==> src/rtl/ahb_pkg.sv <==
// Shared AHB encodings and the default-slave state type for the splitter slice.
package ahb_pkg;

   typedef enum logic [1:0] {
      HTRANS_IDLE   = 2'b00,
      HTRANS_BUSY   = 2'b01,
      HTRANS_NONSEQ = 2'b10,
      HTRANS_SEQ    = 2'b11
   } htrans_t;

   typedef enum logic [1:0] {
      HRESP_OKAY  = 2'b00,
      HRESP_ERROR = 2'b01,
      HRESP_RETRY = 2'b10,
      HRESP_SPLIT = 2'b11
   } hresp_t;

   typedef enum logic [1:0] {
      DS_IDLE = 2'b00,
      DS_ERR1 = 2'b01,
      DS_ERR2 = 2'b10
   } ds_state_t;

endpackage

==> src/rtl/ahb_mssd_splitter_n_if.sv <==
// Master-side AHB bus plus the fanned-out slave bus handled by ahb_mssd_splitter_n.
interface ahb_mssd_splitter_n_if #(
   parameter int unsigned NSLV = 4,
   parameter int unsigned AW   = 32,
   parameter int unsigned DW   = 32
);
   logic [AW-1:0]      HADDR;
   logic [1:0]         HTRANS;
   logic               HWRITE;
   logic [2:0]         HSIZE;
   logic [2:0]         HBURST;
   logic [3:0]         HPROT;
   logic [3:0]         HMASTER;
   logic [DW-1:0]      HWDATA;
   logic               HMASTLOCK;
   logic [DW-1:0]      HRDATA_M;
   logic               HREADYOUT_M;
   logic [1:0]         HRESP_M;

   logic [NSLV-1:0]    HSEL_S;
   logic [AW-1:0]      HADDR_S;
   logic [1:0]         HTRANS_S;
   logic               HWRITE_S;
   logic [2:0]         HSIZE_S;
   logic [2:0]         HBURST_S;
   logic [3:0]         HPROT_S;
   logic [3:0]         HMASTER_S;
   logic [DW-1:0]      HWDATA_S;
   logic               HMASTLOCK_S;
   logic               HREADYIN_S;
   logic [NSLV*DW-1:0] HRDATA_S;
   logic [NSLV-1:0]    HREADYOUT_S;
   logic [2*NSLV-1:0]  HRESP_S;

   modport slave (
      input  HADDR, HTRANS, HWRITE, HSIZE, HBURST, HPROT, HMASTER, HWDATA, HMASTLOCK,
      input  HRDATA_S, HREADYOUT_S, HRESP_S,
      output HRDATA_M, HREADYOUT_M, HRESP_M,
      output HSEL_S, HADDR_S, HTRANS_S, HWRITE_S, HSIZE_S, HBURST_S, HPROT_S,
      output HMASTER_S, HWDATA_S, HMASTLOCK_S, HREADYIN_S
   );

   modport master (
      output HADDR, HTRANS, HWRITE, HSIZE, HBURST, HPROT, HMASTER, HWDATA, HMASTLOCK,
      output HRDATA_S, HREADYOUT_S, HRESP_S,
      input  HRDATA_M, HREADYOUT_M, HRESP_M,
      input  HSEL_S, HADDR_S, HTRANS_S, HWRITE_S, HSIZE_S, HBURST_S, HPROT_S,
      input  HMASTER_S, HWDATA_S, HMASTLOCK_S, HREADYIN_S
   );
endinterface

==> src/rtl/ahb_mssd_default_slave.sv <==
// Internal default slave: two-cycle ERROR for unmapped active transfers, OKAY otherwise.
module ahb_mssd_default_slave
   import ahb_pkg::*;
(
   input  logic       clk,
   input  logic       rst_n,
   input  logic       sel,
   input  logic       active,
   input  logic       hready,
   output logic       hreadyout,
   output logic [1:0] hresp,
   output logic       err_pulse
);
   ds_state_t state;
   logic      accept;

   // HREADY is low throughout DS_ERR1 when this slave owns the data phase,
   // so acceptance needs no state qualification.
   assign accept    = sel & active & hready;
   assign err_pulse = accept;

   always_ff @(posedge clk or negedge rst_n) begin
      if (!rst_n) begin
         state     <= DS_IDLE;
         hreadyout <= 1'b1;
         hresp     <= HRESP_OKAY;
      end else begin
         case (state)
            DS_IDLE: begin
               if (accept) begin
                  state     <= DS_ERR1;
                  hreadyout <= 1'b0;
                  hresp     <= HRESP_ERROR;
               end
            end
            DS_ERR1: begin
               state     <= DS_ERR2;
               hreadyout <= 1'b1;
               hresp     <= HRESP_ERROR;
            end
            DS_ERR2: begin
               if (accept) begin
                  state     <= DS_ERR1;
                  hreadyout <= 1'b0;
                  hresp     <= HRESP_ERROR;
               end else begin
                  state     <= DS_IDLE;
                  hreadyout <= 1'b1;
                  hresp     <= HRESP_OKAY;
               end
            end
            default: begin
               state     <= DS_IDLE;
               hreadyout <= 1'b1;
               hresp     <= HRESP_OKAY;
            end
         endcase
      end
   end
endmodule

==> src/rtl/ahb_mssd_splitter_n.sv <==
// Master-side AHB decoder/mux: address-mapped slave selection, registered response
// select, internal default slave and saturating decode-error counter.
module ahb_mssd_splitter_n
   import ahb_pkg::*;
#(
   parameter int unsigned     NSLV     = 4,
   parameter int unsigned     AW       = 32,
   parameter int unsigned     DW       = 32,
   parameter logic [1:0]      MSEL_ID  = 2'b01,
   parameter logic [NSLV*AW-1:0] SLV_BASE = {32'h4000_0000, 32'h2000_0000, 32'h1000_0000, 32'h0000_0000},
   parameter logic [NSLV*AW-1:0] SLV_MASK = {4{32'hF000_0000}},
   parameter int unsigned     ECW      = 8
) (
   input  logic           HCLK,
   input  logic           HRESETn,
   input  logic [1:0]     hmsel,
   ahb_mssd_splitter_n_if.slave bus,
   input  logic           err_clr,
   output logic [ECW-1:0] err_cnt
);
   logic            en;
   logic [NSLV-1:0] hsel;
   logic            def_sel;
   logic            found;
   logic [NSLV:0]   dsel;
   logic            active;
   logic            hready_m;
   logic [DW-1:0]   rdata_m;
   logic [1:0]      resp_m;
   logic            ds_ready;
   logic [1:0]      ds_resp;
   logic            err_pulse;

   assign en = (hmsel == MSEL_ID);

   // Write data is never gated so a data phase still in flight after hmsel moves completes.
   assign bus.HADDR_S     = en ? bus.HADDR     : '0;
   assign bus.HTRANS_S    = en ? bus.HTRANS    : HTRANS_IDLE;
   assign bus.HWRITE_S    = en ? bus.HWRITE    : 1'b0;
   assign bus.HSIZE_S     = en ? bus.HSIZE     : '0;
   assign bus.HBURST_S    = en ? bus.HBURST    : '0;
   assign bus.HPROT_S     = en ? bus.HPROT     : '0;
   assign bus.HMASTER_S   = en ? bus.HMASTER   : '0;
   assign bus.HMASTLOCK_S = en ? bus.HMASTLOCK : 1'b0;
   assign bus.HWDATA_S    = bus.HWDATA;
   assign bus.HSEL_S      = hsel;
   assign bus.HREADYIN_S  = hready_m;

   always_comb begin
      hsel  = '0;
      found = 1'b0;
      for (int unsigned i = 0; i < NSLV; i++) begin
         if (!found && en &&
             ((bus.HADDR & SLV_MASK[i*AW +: AW]) == (SLV_BASE[i*AW +: AW] & SLV_MASK[i*AW +: AW]))) begin
            hsel[i] = 1'b1;
            found   = 1'b1;
         end
      end
      def_sel = en & ~found;
   end

   assign active = (bus.HTRANS == HTRANS_NONSEQ) || (bus.HTRANS == HTRANS_SEQ);

   always_ff @(posedge HCLK or negedge HRESETn) begin
      if (!HRESETn) begin
         dsel <= '0;
      end else if (hready_m) begin
         dsel <= {def_sel, hsel};
      end
   end

   always_comb begin
      rdata_m  = '0;
      hready_m = 1'b1;
      resp_m   = HRESP_OKAY;
      if (dsel[NSLV]) begin
         hready_m = ds_ready;
         resp_m   = ds_resp;
      end
      for (int unsigned i = 0; i < NSLV; i++) begin
         if (dsel[i]) begin
            rdata_m  = bus.HRDATA_S[i*DW +: DW];
            hready_m = bus.HREADYOUT_S[i];
            resp_m   = bus.HRESP_S[2*i +: 2];
         end
      end
   end

   assign bus.HRDATA_M    = rdata_m;
   assign bus.HREADYOUT_M = hready_m;
   assign bus.HRESP_M     = resp_m;

   ahb_mssd_default_slave u_default (
      .clk       (HCLK),
      .rst_n     (HRESETn),
      .sel       (def_sel),
      .active    (active),
      .hready    (hready_m),
      .hreadyout (ds_ready),
      .hresp     (ds_resp),
      .err_pulse (err_pulse)
   );

   always_ff @(posedge HCLK or negedge HRESETn) begin
      if (!HRESETn) begin
         err_cnt <= '0;
      end else if (err_clr) begin
         err_cnt <= '0;
      end else if (err_pulse && (err_cnt != '1)) begin
         err_cnt <= err_cnt + ECW'(1);
      end
   end
endmodule

==> src/flat_wrapper.sv <==
// flat-port wrapper written by rule: the top's interface ports become plain ports
module ahb_mssd_splitter_n_flat import ahb_pkg::*;
#(
   parameter int unsigned     NSLV     = 4,
   parameter int unsigned     AW       = 32,
   parameter int unsigned     DW       = 32,
   parameter logic [1:0]      MSEL_ID  = 2'b01,
   parameter logic [NSLV*AW-1:0] SLV_BASE = {32'h4000_0000, 32'h2000_0000, 32'h1000_0000, 32'h0000_0000},
   parameter logic [NSLV*AW-1:0] SLV_MASK = {4{32'hF000_0000}},
   parameter int unsigned     ECW      = 8
)
  (HCLK, HRESETn, hmsel, err_clr, err_cnt, bus_HADDR, bus_HTRANS, bus_HWRITE, bus_HSIZE, bus_HBURST, bus_HPROT, bus_HMASTER, bus_HWDATA, bus_HMASTLOCK, bus_HRDATA_S, bus_HREADYOUT_S, bus_HRESP_S, bus_HRDATA_M, bus_HREADYOUT_M, bus_HRESP_M, bus_HSEL_S, bus_HADDR_S, bus_HTRANS_S, bus_HWRITE_S, bus_HSIZE_S, bus_HBURST_S, bus_HPROT_S, bus_HMASTER_S, bus_HWDATA_S, bus_HMASTLOCK_S, bus_HREADYIN_S);
  ahb_mssd_splitter_n_if #(.NSLV(NSLV), .AW(AW), .DW(DW)) bus_i ();
  input  logic HCLK;
  input  logic HRESETn;
  input  logic [1:0] hmsel;
  input  logic err_clr;
  output logic [ECW-1:0] err_cnt;
  input wire logic [$bits(bus_i.HADDR)-1:0] bus_HADDR;
  input wire logic [$bits(bus_i.HTRANS)-1:0] bus_HTRANS;
  input wire logic [$bits(bus_i.HWRITE)-1:0] bus_HWRITE;
  input wire logic [$bits(bus_i.HSIZE)-1:0] bus_HSIZE;
  input wire logic [$bits(bus_i.HBURST)-1:0] bus_HBURST;
  input wire logic [$bits(bus_i.HPROT)-1:0] bus_HPROT;
  input wire logic [$bits(bus_i.HMASTER)-1:0] bus_HMASTER;
  input wire logic [$bits(bus_i.HWDATA)-1:0] bus_HWDATA;
  input wire logic [$bits(bus_i.HMASTLOCK)-1:0] bus_HMASTLOCK;
  input wire logic [$bits(bus_i.HRDATA_S)-1:0] bus_HRDATA_S;
  input wire logic [$bits(bus_i.HREADYOUT_S)-1:0] bus_HREADYOUT_S;
  input wire logic [$bits(bus_i.HRESP_S)-1:0] bus_HRESP_S;
  output wire logic [$bits(bus_i.HRDATA_M)-1:0] bus_HRDATA_M;
  output wire logic [$bits(bus_i.HREADYOUT_M)-1:0] bus_HREADYOUT_M;
  output wire logic [$bits(bus_i.HRESP_M)-1:0] bus_HRESP_M;
  output wire logic [$bits(bus_i.HSEL_S)-1:0] bus_HSEL_S;
  output wire logic [$bits(bus_i.HADDR_S)-1:0] bus_HADDR_S;
  output wire logic [$bits(bus_i.HTRANS_S)-1:0] bus_HTRANS_S;
  output wire logic [$bits(bus_i.HWRITE_S)-1:0] bus_HWRITE_S;
  output wire logic [$bits(bus_i.HSIZE_S)-1:0] bus_HSIZE_S;
  output wire logic [$bits(bus_i.HBURST_S)-1:0] bus_HBURST_S;
  output wire logic [$bits(bus_i.HPROT_S)-1:0] bus_HPROT_S;
  output wire logic [$bits(bus_i.HMASTER_S)-1:0] bus_HMASTER_S;
  output wire logic [$bits(bus_i.HWDATA_S)-1:0] bus_HWDATA_S;
  output wire logic [$bits(bus_i.HMASTLOCK_S)-1:0] bus_HMASTLOCK_S;
  output wire logic [$bits(bus_i.HREADYIN_S)-1:0] bus_HREADYIN_S;
  assign bus_i.HADDR = bus_HADDR;
  assign bus_i.HTRANS = bus_HTRANS;
  assign bus_i.HWRITE = bus_HWRITE;
  assign bus_i.HSIZE = bus_HSIZE;
  assign bus_i.HBURST = bus_HBURST;
  assign bus_i.HPROT = bus_HPROT;
  assign bus_i.HMASTER = bus_HMASTER;
  assign bus_i.HWDATA = bus_HWDATA;
  assign bus_i.HMASTLOCK = bus_HMASTLOCK;
  assign bus_i.HRDATA_S = bus_HRDATA_S;
  assign bus_i.HREADYOUT_S = bus_HREADYOUT_S;
  assign bus_i.HRESP_S = bus_HRESP_S;
  assign bus_HRDATA_M = bus_i.HRDATA_M;
  assign bus_HREADYOUT_M = bus_i.HREADYOUT_M;
  assign bus_HRESP_M = bus_i.HRESP_M;
  assign bus_HSEL_S = bus_i.HSEL_S;
  assign bus_HADDR_S = bus_i.HADDR_S;
  assign bus_HTRANS_S = bus_i.HTRANS_S;
  assign bus_HWRITE_S = bus_i.HWRITE_S;
  assign bus_HSIZE_S = bus_i.HSIZE_S;
  assign bus_HBURST_S = bus_i.HBURST_S;
  assign bus_HPROT_S = bus_i.HPROT_S;
  assign bus_HMASTER_S = bus_i.HMASTER_S;
  assign bus_HWDATA_S = bus_i.HWDATA_S;
  assign bus_HMASTLOCK_S = bus_i.HMASTLOCK_S;
  assign bus_HREADYIN_S = bus_i.HREADYIN_S;
  ahb_mssd_splitter_n #(.NSLV(NSLV), .AW(AW), .DW(DW), .MSEL_ID(MSEL_ID), .SLV_BASE(SLV_BASE), .SLV_MASK(SLV_MASK), .ECW(ECW)) u_core (.HCLK(HCLK), .HRESETn(HRESETn), .hmsel(hmsel), .bus(bus_i), .err_clr(err_clr), .err_cnt(err_cnt));
endmodule
==> config.mk <==
export PLATFORM = sky130hd
export DESIGN_NAME = ahb_mssd_splitter_n_flat
export DESIGN_NICKNAME = d
export VERILOG_FILES = /design/src/rtl/ahb_pkg.sv /design/src/rtl/ahb_mssd_splitter_n_if.sv /design/src/rtl/ahb_mssd_default_slave.sv /design/src/rtl/ahb_mssd_splitter_n.sv /design/src/flat_wrapper.sv
export SDC_FILE = /design/constraint.sdc
export NUM_CORES = 1
export LEC_CHECK = 0
export ABC_CLOCK_PERIOD_IN_PS = 2000
export CORE_AREA = 10 10 130 132
export CTS_CLUSTER_DIAMETER = 50
export DETAILED_ROUTE_END_ITERATION = 8
export DIE_AREA = 0 0 140 142
export PLACE_DENSITY = 0.67
export SLEW_MARGIN = 25
export SYNTH_ARGS = -nofsm -noshare
export SYNTH_HDL_FRONTEND = slang
export SYNTH_SLANG_ARGS = --single-unit
export TNS_END_PERCENT = 100
==> constraint.sdc <==
create_clock -name HCLK -period 2 [get_ports HCLK]
set_input_delay 0.3 -clock HCLK [delete_from_list [all_inputs] [get_ports HCLK]]
set_output_delay 0.3 -clock HCLK [all_outputs]
set_load 0.03 [all_outputs]
== After elaboration in Yosys (flattened, before gate mapping) ==
Cells that the tools add are included.

* Output and inout bits: 130
* Word-level logic and storage cells: 73
* Bits in registers: 18

* Bitwise logic cells: 4
* Multiplexer cells: 38
* Reduce and logical (&&, ||, !) cells: 15
* Equality and inequality tests: 10
* Add/subtract/negate cells: 1

{| class="wikitable"
|+ Operators by type and width
! operator !! count
|-
| 32-bit two-way mux || 5
|-
| 32-bit zero test || 1
|-
| 1-bit two-way mux || 17
|-
| 8-bit two-way mux || 2
|-
| 2-bit two-way mux || 7
|-
| 2-bit case mux with 3 select lines || 2
|-
| 8-bit by 1-bit adder with 8-bit output, second input constant || 1
|-
| 1-bit logical AND || 8
|-
| 4-bit two-way mux || 2
|-
| 8-bit != test, second input constant || 1
|-
| 2-bit equality test, second input constant || 3
|-
| 3-bit two-way mux || 2
|-
| 2-bit by 1-bit equality test with 1-bit output, second input constant || 2
|-
| 4-bit by 1-bit equality test with 1-bit output, second input constant || 1
|-
| 4-bit by 2-bit equality test with 1-bit output, second input constant || 1
|-
| 4-bit by 3-bit equality test with 1-bit output, second input constant || 1
|-
| 1-bit bitwise AND || 3
|-
| 1-bit zero test || 3
|-
| 2-bit zero test || 1
|-
| 2-bit by 1-bit != test with 1-bit output, second input constant || 1
|-
| 1-bit case mux with 2 select lines || 1
|-
| 2-bit nonzero test || 1
|-
| 1-bit logical OR || 1
|-
| 1-bit inverter || 1
|}

== Logic depth before layout (Yosys ltp) ==
* Depth after elaboration: 22
* Depth in mapped cells: 8

== Modules after synthesis ==
Synthesis repeated with hierarchy kept, for this count alone.

* Cells, all modules: 349
* Area, all modules: 2633.8 um2

{| class="wikitable"
|+ Modules (own cells, without submodules)
! module !! area each (um2) !! instances !! sequential area each (um2) !! cells an instance
|-
| ahb_mssd_splitter_n || 2463.6 || 1 || 325.3 || 336
|-
| ahb_mssd_default_slave || 170.2 || 1 || 101.3 || 13
|}

== Least setup slack after synthesis ==
Ideal clock, no wire load.

* Kind: flip-flop to output port
* From: reg u_core.dsel[1]
* To: out bus_HRDATA_M[2]
* Slack: -25 ps
* Data required time: 1700 ps
* Data arrival time: 1725 ps
* Cell stages (with the launch flop): 9
* Path through: dfrtp_1 buf_1 nor2b_1 clkbuf_1 buf_2 a22oi_1 nor2_1 a21oi_1 o21ai_1

* Cells in the longest elaborated chain, start to end: 3

{| class="wikitable"
|+ Ends and longest elaborated chain
! what !! line !! source
|-
| start: declaration || ahb_mssd_splitter_n.sv:25 || <nowiki>logic [NSLV:0] dsel;</nowiki>
|-
| start signal: assignment || ahb_mssd_splitter_n.sv:68 || <nowiki>dsel <= {def_sel, hsel};</nowiki>
|-
| 32-bit two-way mux (3 in series) || ahb_mssd_splitter_n.sv:81 || <nowiki>if (dsel[i]) begin</nowiki>
|-
| end: declaration || flat_wrapper.sv:31 || <nowiki>output wire logic [$bits(bus_i.HRDATA_M)-1:0] bus_HRDATA_M;</nowiki>
|}

Every way passes these cells.

== Final worst setup path ==
* From: reg u_core.dsel[1]
* To: out bus_HRDATA_M[0]

The elaborated chain is that of the path after synthesis.

==> out/results.tsv <==
stage	metric	value	unit
power	total power	1.672	mW
synthesis	Synth Register Bits	17	
synthesis	Post-synth EDFFs	0	
critical_path	Worst Setup SP	u_core.dsel[1]	
synthesis	Mapped Avg Cell Area	6.615	um2
grt	first-pass GRT wire length	21370	um
route	via count	3682	
grt	initial antenna violation count	0	
grt	Total GRT Usage	12.97	%
synthesis	Async SR Flop Fraction	100.0	%
place	Post-DP Area	5589	um2
synthesis	sequential area share after synthesis	17.15	%
timing	unrepaired setup endpoints after global routing	true	
finish	# diodes	0	
timing	Slew headroom	65.25	%
critical_path	CP Max Fanout	33	
floorplan	top-level port count	357	
flow_run	max-cap violations	0	
clock_tree	TritonCTS Buffers	3	
floorplan	initial cell density of the core	17.38	%
floorplan	Cell Rows	44	
synthesis	post-synth cell types	40	
grt	GRT overflow	0	
clock_tree	Clock Latency Late Sink	0.24	ns
timing	final hold viol count	0	
synthesis	ys flop type	dfrtp_1	
finish	final core utilization	40.74	%
synthesis	Yosys warnings	0	
route	initial drt markers	113	
clock_tree	CTS tree	yes	
critical_path	Worst Setup End Kind	output pin	
timing	FMAX	0.5034	GHz
route	drt pass-1 iters	4	
min_path	Worst Hold Class	input port to asynchronous set/reset pin	
clock_tree	clk sinks	17	
power	Power per Cell Area	286.7	nW/um2
critical_path	crit path kind	register to output pin	
critical_path	startpoint type of the worst setup path	register	
timing	TNS Setup	0	ns
clock_tree	clock slew at reported path FFs	0.05	ns
outcome	run status	completed	
finish	area growth from synthesis to layout	134.5	%
synthesis	Post-Synthesis Cells	376	
synthesis	Syn Nets	604	
clock_tree	H-tree Lvls	1	
grt	largest net degree at the start of global routing	70	
place	Final Wtd Congestion	0.8731	
floorplan	core area	14310	um2
finish	post-route cell area	5832	um2
finish	share of cells above drive strength 1	27.01	%
clock_tree	Hold Buf Count CTS	0	
timing	fin crit period	1.987	ns
timing	period utilisation layout	99.33	%
floorplan	Die ar.	19880	um2
place	hpwl dp	11920	um
synthesis	Post-Synthesis Cell Area	2487	um2
timing	Setup Skew	0.002412	ns
critical_path	R2R cell count	6	
route	Routed Wire Length	13930	um
floorplan	Die Ht	142	um
clock_tree	Max clock buf depth	2	
timing	Slew Limit Fails	0	
finish	Fillers	1422	
timing	Worst Tran Pin Value	0.5190	ns
power	VDD IR max	0.2377	mV
power	Leak	2.392	nW
route	Vias/cell	4.507	
critical_path	CP Data Required Time	1.70	ns
critical_path	RR Startpoint	u_core.u_default.hreadyout	
route	Antenna Nets Post-Route	0	
clock_tree	Root Buffer Master	clkbuf_16	
timing	setup violators final	0	
timing	hold_ws	0.3803	ns
route	DR DRC count	0	
route	DR WL/cell	17.05	um
place	Port Buffer Count	292	
floorplan	Die Width	140	um
critical_path	CP arrival	1.69	ns
grt	number of global-route vias before repair	3748	
finish	Nets	862	
==> per-stage QoR <==
stage                     cells  setup slack [ns]
after CTS                   816          -0.02655
after floorplan             376           0.06846
final                       817           0.01337
after detailed placement    810           -0.1344
after global placement      810           -0.1203
after global routing        817          -0.08093
==> registers in the layout, indices dropped and copies added, names as in the netlist <==
| register | cells |
|---|---|
| u_core.u_default.state | 2 |
| u_core.u_default.hreadyout | 1 |
| u_core.dsel | 5 |
| u_core.err_cnt | 8 |
| u_core.u_default.hresp | 1 |
==> final cells by class <==
class                   instances  area (um2)  area share [%]
clock buffers                   4       78.83           1.352
repair buffers                316        3216           55.14
inverters                       4       15.01          0.2575
flip-flops and latches         17       431.7           7.402
well taps                     184       230.2           3.948
multi-input cells             292        1861           31.90
==> layer usage <==
metal | GRT usage (%) | wire length, um
met1 | 14.34 | 5375
met3 | 6.142 | 1671
met2 | 22.12 | 6671
met4 | 2.989 | 209
met5 | 0 | 0
==> cells in the mapped netlist (2+ instances only) <==
library cell,count,area (um2)
a21oi_1,39,195.2
nor3_1,4,20.02
mux2_1,3,33.78
nand4_1,2,12.51
dfrtp_1,16,400.4
clkbuf_1,19,71.32
buf_2,5,25.02
nor4_2,3,37.54
nand2b_1,2,12.51
xnor2_1,5,43.79
nor2_1,45,168.9
nor2b_1,6,37.54
nand2_1,39,146.4
a22oi_1,33,247.7
inv_1,3,11.26
o21bai_1,2,15.01
o21ai_2,2,17.52
nand3_1,2,10.01
o21ai_1,35,175.2
buf_4,33,247.7
and2_1,50,312.8
and3_1,5,31.28
buf_1,6,22.52
==> placed cells by master (no fill, tap or decap), types with 3 or more instances in the layout <==
cell / instances
clkdlybuf4s50_1: 202
buf_4: 73
and2_1: 50
nor2_1: 45
nand2_1: 39
a21oi_1: 37
o21ai_2: 33
a22oi_1: 33
buf_12: 21
buf_6: 20
dfrtp_1: 12
and3_1: 5
xnor2_1: 5
nor3_1: 4
o21ai_1: 4
dfrtp_2: 4
nor2b_1: 3
mux2_1: 3
clkbuf_16: 3
==> kinds of logic (layout without fill, tap and decap cells) <==
kind of cell,Yosys count,in the layout,synth area share [%]
and+or+nand+nor,164,164,34.46
adders and majority gates,2,2,0.9054
DFF,17,17,17.15
buffers and inverters,67,324,15.34
AOI/OAI and AO/OA,117,117,28.62
muxes,4,4,1.760
xor gates and xnor gates,5,5,1.760
==> power breakdown <==
group	total (mW)	switching (mW)	internal, mW	leakage (nW)
clock	0.390	0.120	0.270	0.0382
combinational	0.900	0.351	0.548	2.13
sequential	0.382	0.0181	0.364	0.222
total	1.67	0.489	1.18	2.39
==> final timing paths <==
path	to	slack (ns)
max in group asynchronous	u_core.u_default.hreadyout	1.37
max	bus_HRDATA_M[0]	0.01
max reg2reg	u_core.err_cnt[1]	0.09
min	u_core.dsel[4]	0.38
min in group HCLK	u_core.u_default.state[1]	0.46
min reg2reg	u_core.u_default.state[1]	0.46
==> what timing repair did <==
| item | 4_1_cts | 5_1_grt |
|---|---|---|
| pin swaps | 0 | 3 |
| setup buffers | 2 | 1 |
| resized for setup | 10 | 24 |
| endpoints found under the setup margin | 39 | 47 |
==> worst max-delay path, stage by stage, from the launching register on <==
cell and delay (ns):
dfrtp_2 0.46, nor2b_4 0.15, buf_12 0.20, a22oi_1 0.10
nor2_1 0.13, a21oi_1 0.06, o21ai_2 0.18, buf_12 0.14
Power figures use the tool's default switching activity.
